File: config.mk
export PLATFORM = sky130hd
export DESIGN_NAME = mem_data_sub
export DESIGN_NICKNAME = d
export VERILOG_FILES = /design/src/rtl/mem_data_sub.sv
export SDC_FILE = /design/constraint.sdc
export NUM_CORES = 2
export LEC_CHECK = 0
export CAP_MARGIN = 15
export CORE_ASPECT_RATIO = 0.5
export CORE_MARGIN = 5
export CORE_UTILIZATION = 63
export DETAILED_ROUTE_END_ITERATION = 16
export PLACE_DENSITY = 0.79
export RECOVER_POWER = 25
export SLEW_MARGIN = 20
export SYNTH_ARGS = -nofsm -noshare
export SYNTH_HDL_FRONTEND = slang
export SYNTH_SLANG_ARGS = --single-unit
File: constraint.sdc
create_clock -name clk -period 8.4 [get_ports clk]
set_input_delay 1.68 -clock clk [delete_from_list [all_inputs] [get_ports clk]]
set_output_delay 1.68 -clock clk [all_outputs]
set_load 0.05 [all_outputs]
File: src/rtl/mem_data_sub.sv
// mem_data_sub: CPU data memory behind the MEM stage.
// Byte/half/word loads and stores with sign or zero extension, one-cycle
// registered reads, and a clear sweep of every word after reset.
// Optional feature macro: MEM_DATA_ALIGN_CHECK_EN (misaligned/reserved
// access detection; faulty stores dropped, faulty loads return 0, err pulses).
module mem_data_sub #(
    parameter int unsigned ADDR_W = 7,
    parameter int unsigned DATA_W = 32
) (
    input  logic              clk,
    input  logic              rst,
    input  logic [ADDR_W+1:0] addr,
    input  logic              rd,
    input  logic              wr,
    input  logic [1:0]        size,
    input  logic              sign,
    input  logic [31:0]       wdata,
    output logic [31:0]       rdata,
    output logic              rvalid,
    output logic              err,
    output logic              busy
);

    localparam int unsigned WORD_W = 32;
    localparam int unsigned DEPTH  = 1 << ADDR_W;
    localparam logic [ADDR_W-1:0] CNT_LAST = '1;

    // Only 32-bit words are supported
    generate
        if (DATA_W != WORD_W) begin : g_bad_data_w
            $error("mem_data_sub: DATA_W must be 32");
        end
    endgenerate

    typedef enum logic {
        CLEAR = 1'b0,
        IDLE  = 1'b1
    } state_t;

    state_t            state, state_nxt;
    logic [ADDR_W-1:0] cnt, cnt_nxt;
    logic              clr_we;
    logic              acc_en;

    logic [WORD_W-1:0] mem [DEPTH];

    logic [ADDR_W-1:0] widx;
    logic [1:0]        lane;
    logic [3:0]        be;
    logic [31:0]       wshaped;
    logic [1:0]        sh;
    logic              fault;
    logic [31:0]       rword;
    logic [31:0]       shifted;
    logic [31:0]       ld_val;
    logic              st_en;
    logic              ld_en;

    assign widx = addr[ADDR_W+1:2];
    assign lane = addr[1:0];

    // State, sweep counter and busy flag
    always_ff @(posedge clk) begin
        if (rst) begin
            state <= CLEAR;
            cnt   <= '0;
            busy  <= 1'b1;
        end else begin
            state <= state_nxt;
            cnt   <= cnt_nxt;
            busy  <= (state_nxt == CLEAR);
        end
    end

    // Next state: sweep one word per cycle, then accept requests
    always_comb begin
        state_nxt = state;
        cnt_nxt   = cnt;
        clr_we    = 1'b0;
        acc_en    = 1'b0;
        case (state)
            CLEAR: begin
                clr_we  = 1'b1;
                cnt_nxt = cnt + ADDR_W'(1);
                if (cnt == CNT_LAST) begin
                    state_nxt = IDLE;
                end
            end
            IDLE: begin
                acc_en = 1'b1;
            end
            default: state_nxt = CLEAR;
        endcase
    end

    // Access decode: lane enables, replicated store data, load shift, fault
    always_comb begin
        be      = 4'b1111;
        wshaped = wdata;
        sh      = 2'd0;
        fault   = 1'b0;
        case (size)
            2'b00: begin
                be      = 4'b0001 << lane;
                wshaped = {4{wdata[7:0]}};
                sh      = lane;
            end
            2'b01: begin
                be      = addr[1] ? 4'b1100 : 4'b0011;
                wshaped = {2{wdata[15:0]}};
                sh      = {addr[1], 1'b0};
`ifdef MEM_DATA_ALIGN_CHECK_EN
                fault   = addr[0];
`endif
            end
            default: begin
`ifdef MEM_DATA_ALIGN_CHECK_EN
                fault   = (size == 2'b11) || (lane != 2'b00);
`endif
            end
        endcase
    end

    // Load extraction: move the selected lanes down, then extend
    always_comb begin
        rword   = mem[widx];
        shifted = rword >> {sh, 3'b000};
        case (size)
            2'b00:   ld_val = sign ? {{24{shifted[7]}}, shifted[7:0]}
                                   : {24'd0, shifted[7:0]};
            2'b01:   ld_val = sign ? {{16{shifted[15]}}, shifted[15:0]}
                                   : {16'd0, shifted[15:0]};
            default: ld_val = shifted;
        endcase
    end

    assign st_en = acc_en && wr && !fault && !rst;
    assign ld_en = acc_en && rd;

    // Storage: sweep clears, otherwise per-lane store
    always_ff @(posedge clk) begin
        if (clr_we) begin
            mem[cnt] <= '0;
        end else if (st_en) begin
            for (int i = 0; i < 4; i++) begin
                if (be[i]) begin
                    mem[widx][8*i +: 8] <= wshaped[8*i +: 8];
                end
            end
        end
    end

    // Registered load result; rdata holds between loads
    always_ff @(posedge clk) begin
        if (rst) begin
            rdata  <= '0;
            rvalid <= 1'b0;
        end else begin
            rvalid <= ld_en;
            if (ld_en) begin
                rdata <= fault ? 32'd0 : ld_val;
            end
        end
    end

`ifdef MEM_DATA_ALIGN_CHECK_EN
    // Error pulse one cycle after a faulty accepted request
    always_ff @(posedge clk) begin
        if (rst) begin
            err <= 1'b0;
        end else begin
            err <= acc_en && (rd || wr) && fault;
        end
    end
`else
    assign err = 1'b0;
`endif

endmodule

# After elaboration in Yosys (flattened, before gate mapping)
# Memory sizes are Yosys's and may differ from the RTL's.
# Cells that the tools add are included.
# word_totals
output_inout_bits	35
mem_count	1
ramBits	4096
input_bits	48
ff_bits	42
word_cells	48
# classes
n_addsub	1
bitwise_logic	1
n_reduce_logical	6
eq_ne	2
mux	30
shifts	2
# mem_list
name	depth	width	rd	rd_ports_with_merged_regs	wr	line	source
mem	128	32	1	0	1	45	logic [WORD_W-1:0] mem [DEPTH];
# ops
cell	n
case mux 32 bit (2 select lines)	2
two-way mux 32 bit	3
OR reduction 32 bit	1
>> shifter 32 x 5 -> 32 bit	1
two-way mux 1 bit	20
two-way mux 4 bit	2
case mux 4 bit (2 select lines)	1
adder 7 x 1 -> 7 bit (second input constant)	1
equality test 7 bit (second input constant)	1
two-way mux 7 bit	1
case mux 2 bit (2 select lines)	1
<< shifter 1 x 2 -> 4 bit (first input constant)	1
logical AND 1 bit	3
equality test 2 x 1 -> 1 bit (second input constant)	1
logical NOT 2 bit	1
logical NOT 1 bit	1
NOT 1 bit	1

# Longest topological paths before layout
# depth
word_depth	8
depth_mapped	16
ltp_nobuf	9

# Worst setup path after synthesis
# OpenSTA, ideal clock, no wires.
# synth_path
path_kind	in2reg
from	in size[1]
to	mem mem[0][11], data pin
t_required_ps	7509
setup_ps	891
setup_slack_ps	1191
cell_stages	6
path_buffers	3
t_arrival_ps	6318
cell_sequence	clkbuf_1 -> or2_2 -> dlygate4sd3_1 -> clkbuf_8 -> nand2_1 -> a21oi_1
# synth_via
elab_chain_len	8
elab_cells_between_ends	22
cone_classes	eq/ne (1); mux (19); reduce/logical (2)
# synth_rtl
item	line	source
from (decl)	15	input logic [1:0] size,
equality test 2 x 1 -> 1 bit / logical NOT 2 bit (equally long branches)	102	case (size)
case mux 4 bit (2 select lines)	102	
two-way mux 1 bit	146	if (be[i]) begin
two-way mux 1 bit	144	end else if (st_en) begin
two-way mux 1 bit	142	if (clr_we) begin
two-way mux 1 bit (implied by the code)	147	mem[widx][8*i +: 8] <= wshaped[8*i +: 8];
OR reduction 32 bit (no source line)	--	
two-way mux 32 bit (no source line) *	--	
to (decl)	45	
# Every way passes the cells marked *; elsewhere a longest branch is shown, timed or not.

# Final worst setup path
# layout_path
from	in size[1]
to	mem mem[36][21], data pin
# The elaborated chain is that of the path after synthesis.

==> results.yml <==
floorplanning:
  initial_core_util_pct: 63.5
  die_h_um: 369
  dieWidth_um: 728
  die-area_um2: 269000
  io_pins: 83
  rows: 131
  core_um2: 256000
pwr:
  p_leak_nw: 66.6
  vdd.ir_drop.worst_mv: 0.175
  pwr-share-clk_pct: 40.5
  comb_power_share_pct: 3.0
  cellPowerDensity_nw_per_um2: 223
  p_int_mw: 31.4
  swShare_pct: 20.7
  switching_power_mw: 8.21
  p_seq_share_pct: 56.5
sta:
  tns_ns: 0
  rsz0062_at_grt: "no"
  hold_viol_final: 0
  slew_headroom_pct: -171
  slew_viol_final: 1532
  finalCritPeriodShare_pct: 82.3
  skew_ns: 0.0638
  setup_violations: 0
  worst_pin_slew_ns: 4.07
  fin_hold_ws_ns: 0.584
  fin_ws_ns: 1.48
  min_period_ns: 6.92
  clock.fmax_mhz: 145
setup_path:
  slowest_stage: "nor2_1"
  max_stage_delay_ns: 2.28
  crit_fanout: 33
  arrival_ns: 7.34
  r2r-start: "state"
  end_kind: "flip-flop"
  startpoint_type: "input port"
  worst_ep_required_time_ns: 8.83
  reg2reg_slack_ns: 2.00
  path_class: "input port to flip-flop"
  crit_top_cell: "clkbuf_1"
  r2r-end: "mem[4][3]"
  crit_chain: "clkbuf_1 > mux2i_1 > nor2_1 > clkbuf_1"
  reg2reg_depth: 5
final_layout:
  layout_common_cells: "4096 x edfxtp_1, 1062 x mux4_2, 623 x nor2_1"
  final_nets: 7700
  layout_commonest_cell: "edfxtp_1"
  drive_gt1_share_pct: 22.6
  syn_to_final_growth_pct: 9.19
  design_area_um2: 177000
clocking:
  post_cts_resized: 0
  cts_buffers: 345
  clock-sinks: 4138
  cts_root_buf: "clkbuf_16"
  clk_pin_slew_ns: 0.08
  ctsLongestPathBuffers: 4
  postCtsSetupRepairBufs: 0
  ctsHoldBuffers: 0
  tritoncts: "built"
  htree_levels: 5
  clock_latency_ns: 0.92
synthesis:
  synth_seq_area_share_pct: 76.3
  synthFlopType: "edfxtp_1"
  synth_seq_cells: 4138
  synth.avg_cell_area_um2: 21.7
  ys_types: 83
  yosys.area.top_type: "edfxtp_1"
  synthesis.area_um2: 162000
  synthCells: 7475
  yosysWarningCount: 0
  synth_edf_count: 4096
  synth_xor_area_share_pct: 0.0270
  postSynth.asyncResetShare_pct: 0
  yosysTopAreaCellShare_pct: 75.7
  synth_nets: 7524
  synthAdderAreaFrac_pct: 0.00770
  synth-compound-area-share_pct: 1.76
  synthTopCellsByArea: "edfxtp_1 76%, mux4_2 15%, nor2_1 1.5%"
  synth_top_family_by_area: "multiplexers"
  synthSimpleGateAreaFrac_pct: 2.79
  synth_mux_area_share_pct: 17.3
grt:
  overflow: 0
  grt_pass1_wl_mm: 638
  grt_max_degree: 129
  antenna_found_initial: 42
  grtUsageTotal_pct: 34.1
  grt_pass1_vias: 83100
drt:
  wire_per_inst_um: 40.2
  drc: 0
  postRouteAntennaNets: 0
  viasPerCell: 7.42
  drtPass1Iterations: 7
  vias: 84300
  drt_wl_total_mm: 457
  drt_iter0_markers: 16000
placement:
  placed_cell_area_um2: 167000
  io_buffer_count: 81
  place_congestion: 0.963
  place_ws_ns: 1.76
  dp_hpwl_mm: 274
min_path:
  hp-class: "flip-flop to flip-flop"
  hold_depth: 2
  min_to: "rdata[9]"
  min_from: "rdata[9]"
run:
  max_cap_viol_count: 30
run_status:
  status: "finished with violations"
  violations: "capacitance limit, slew limit"
## metrics by stage
| step | instances | power, mW | util (%) |
|---|---|---|---|
| after global placement | 10700 | 24.0 | 65.1 |
| final | 11400 | 39.6 | 69.4 |
| after CTS | 11300 | 39.5 | 69.4 |
| after global routing | 11300 | 40.5 | 69.3 |
| after detailed placement | 10700 | 24.0 | 65.1 |
| after floorplan | 7475 | 23.6 | - |
## cell type report
| cell class | instances | area, µm² |
|---|---|---|
| Antenna cell | 45 | 113 |
| Clock buffer | 416 | 9050 |
| Clock inverter | 195 | 1740 |
| Fill cell | 14300 | 78400 |
| Inverter | 8 | 38.8 |
| Multi-Input combinational cell | 2893 | 35900 |
| Sequential cell | 4138 | 124000 |
| Tap cell | 3391 | 4240 |
| Timing Repair Buffer | 265 | 2450 |
## power groups by stage
stage	Combinational, mW	Clock [mW]	Sequential, mW
4_1_cts	1.13	16.0	22.4
6_report	1.17	16.0	22.4
2_1_floorplan	0.770	0	22.8
5_1_grt	1.19	17.0	22.4
3_5_place_dp	1.11	0	22.8
3_3_place_gp	1.11	0	22.8
## registers in the layout, summed over array words and instances (netlist names)
register / flops
busy: 1
rdata: 32
rvalid: 1
mem: 4096
state: 1
cnt: 7
## synth_stat cells (all sizes together) (13+ instances only)
cell and instances:
a211oi 28, a21oi 89, a221oi 29, a22oi 69, a311oi 18, a32oi 13
and2 16, buf 238, clkbuf 195, dfxtp 42, edfxtp 4096, mux2i 238
mux4 1131, nand2 364, nand3 29, nor2 642, nor3 15, nor4 14
o21ai 44, o22ai 13
## cells by family after synthesis
kind of cell | count (synthesis)
simple gates | 1132
mux | 1372
other cells | 1
compound gates | 382
xor+xnor | 5
buf+inv | 444
flops | 4138
fa+ha+maj | 1
## how the worst max path moves through the flow
stage,depth (start not counted),from,end,slack (ns)
2_1_floorplan,6,size[1],mem[0][11],1.19
3_3_place_gp,8,wr,mem[59][6],1.88
5_1_grt,6,wr,mem[8][2],1.34
3_5_place_dp,8,wr,mem[58][7],1.76
4_1_cts,8,wr,mem[58][2],2.50
6_report,4,size[1],mem[36][21],1.48
## routing by layer
metal  track usage (%)  vias up  wire [µm]
li1                  -    31600          -
met2              50.7     8035     209000
met3              13.5     1467      74000
met1              44.6    43200     146000
met4              16.5       32      27300
met5             0.321        -        351
## worst max-delay path, delay by kind of cell
| family | cells | cell delay (ns) |
|---|---|---|
| mux | 1 | 0.63 |
| buf+inv | 2 | 2.69 |
| simple gates | 1 | 2.28 |
Power figures use the tool's default switching activity.
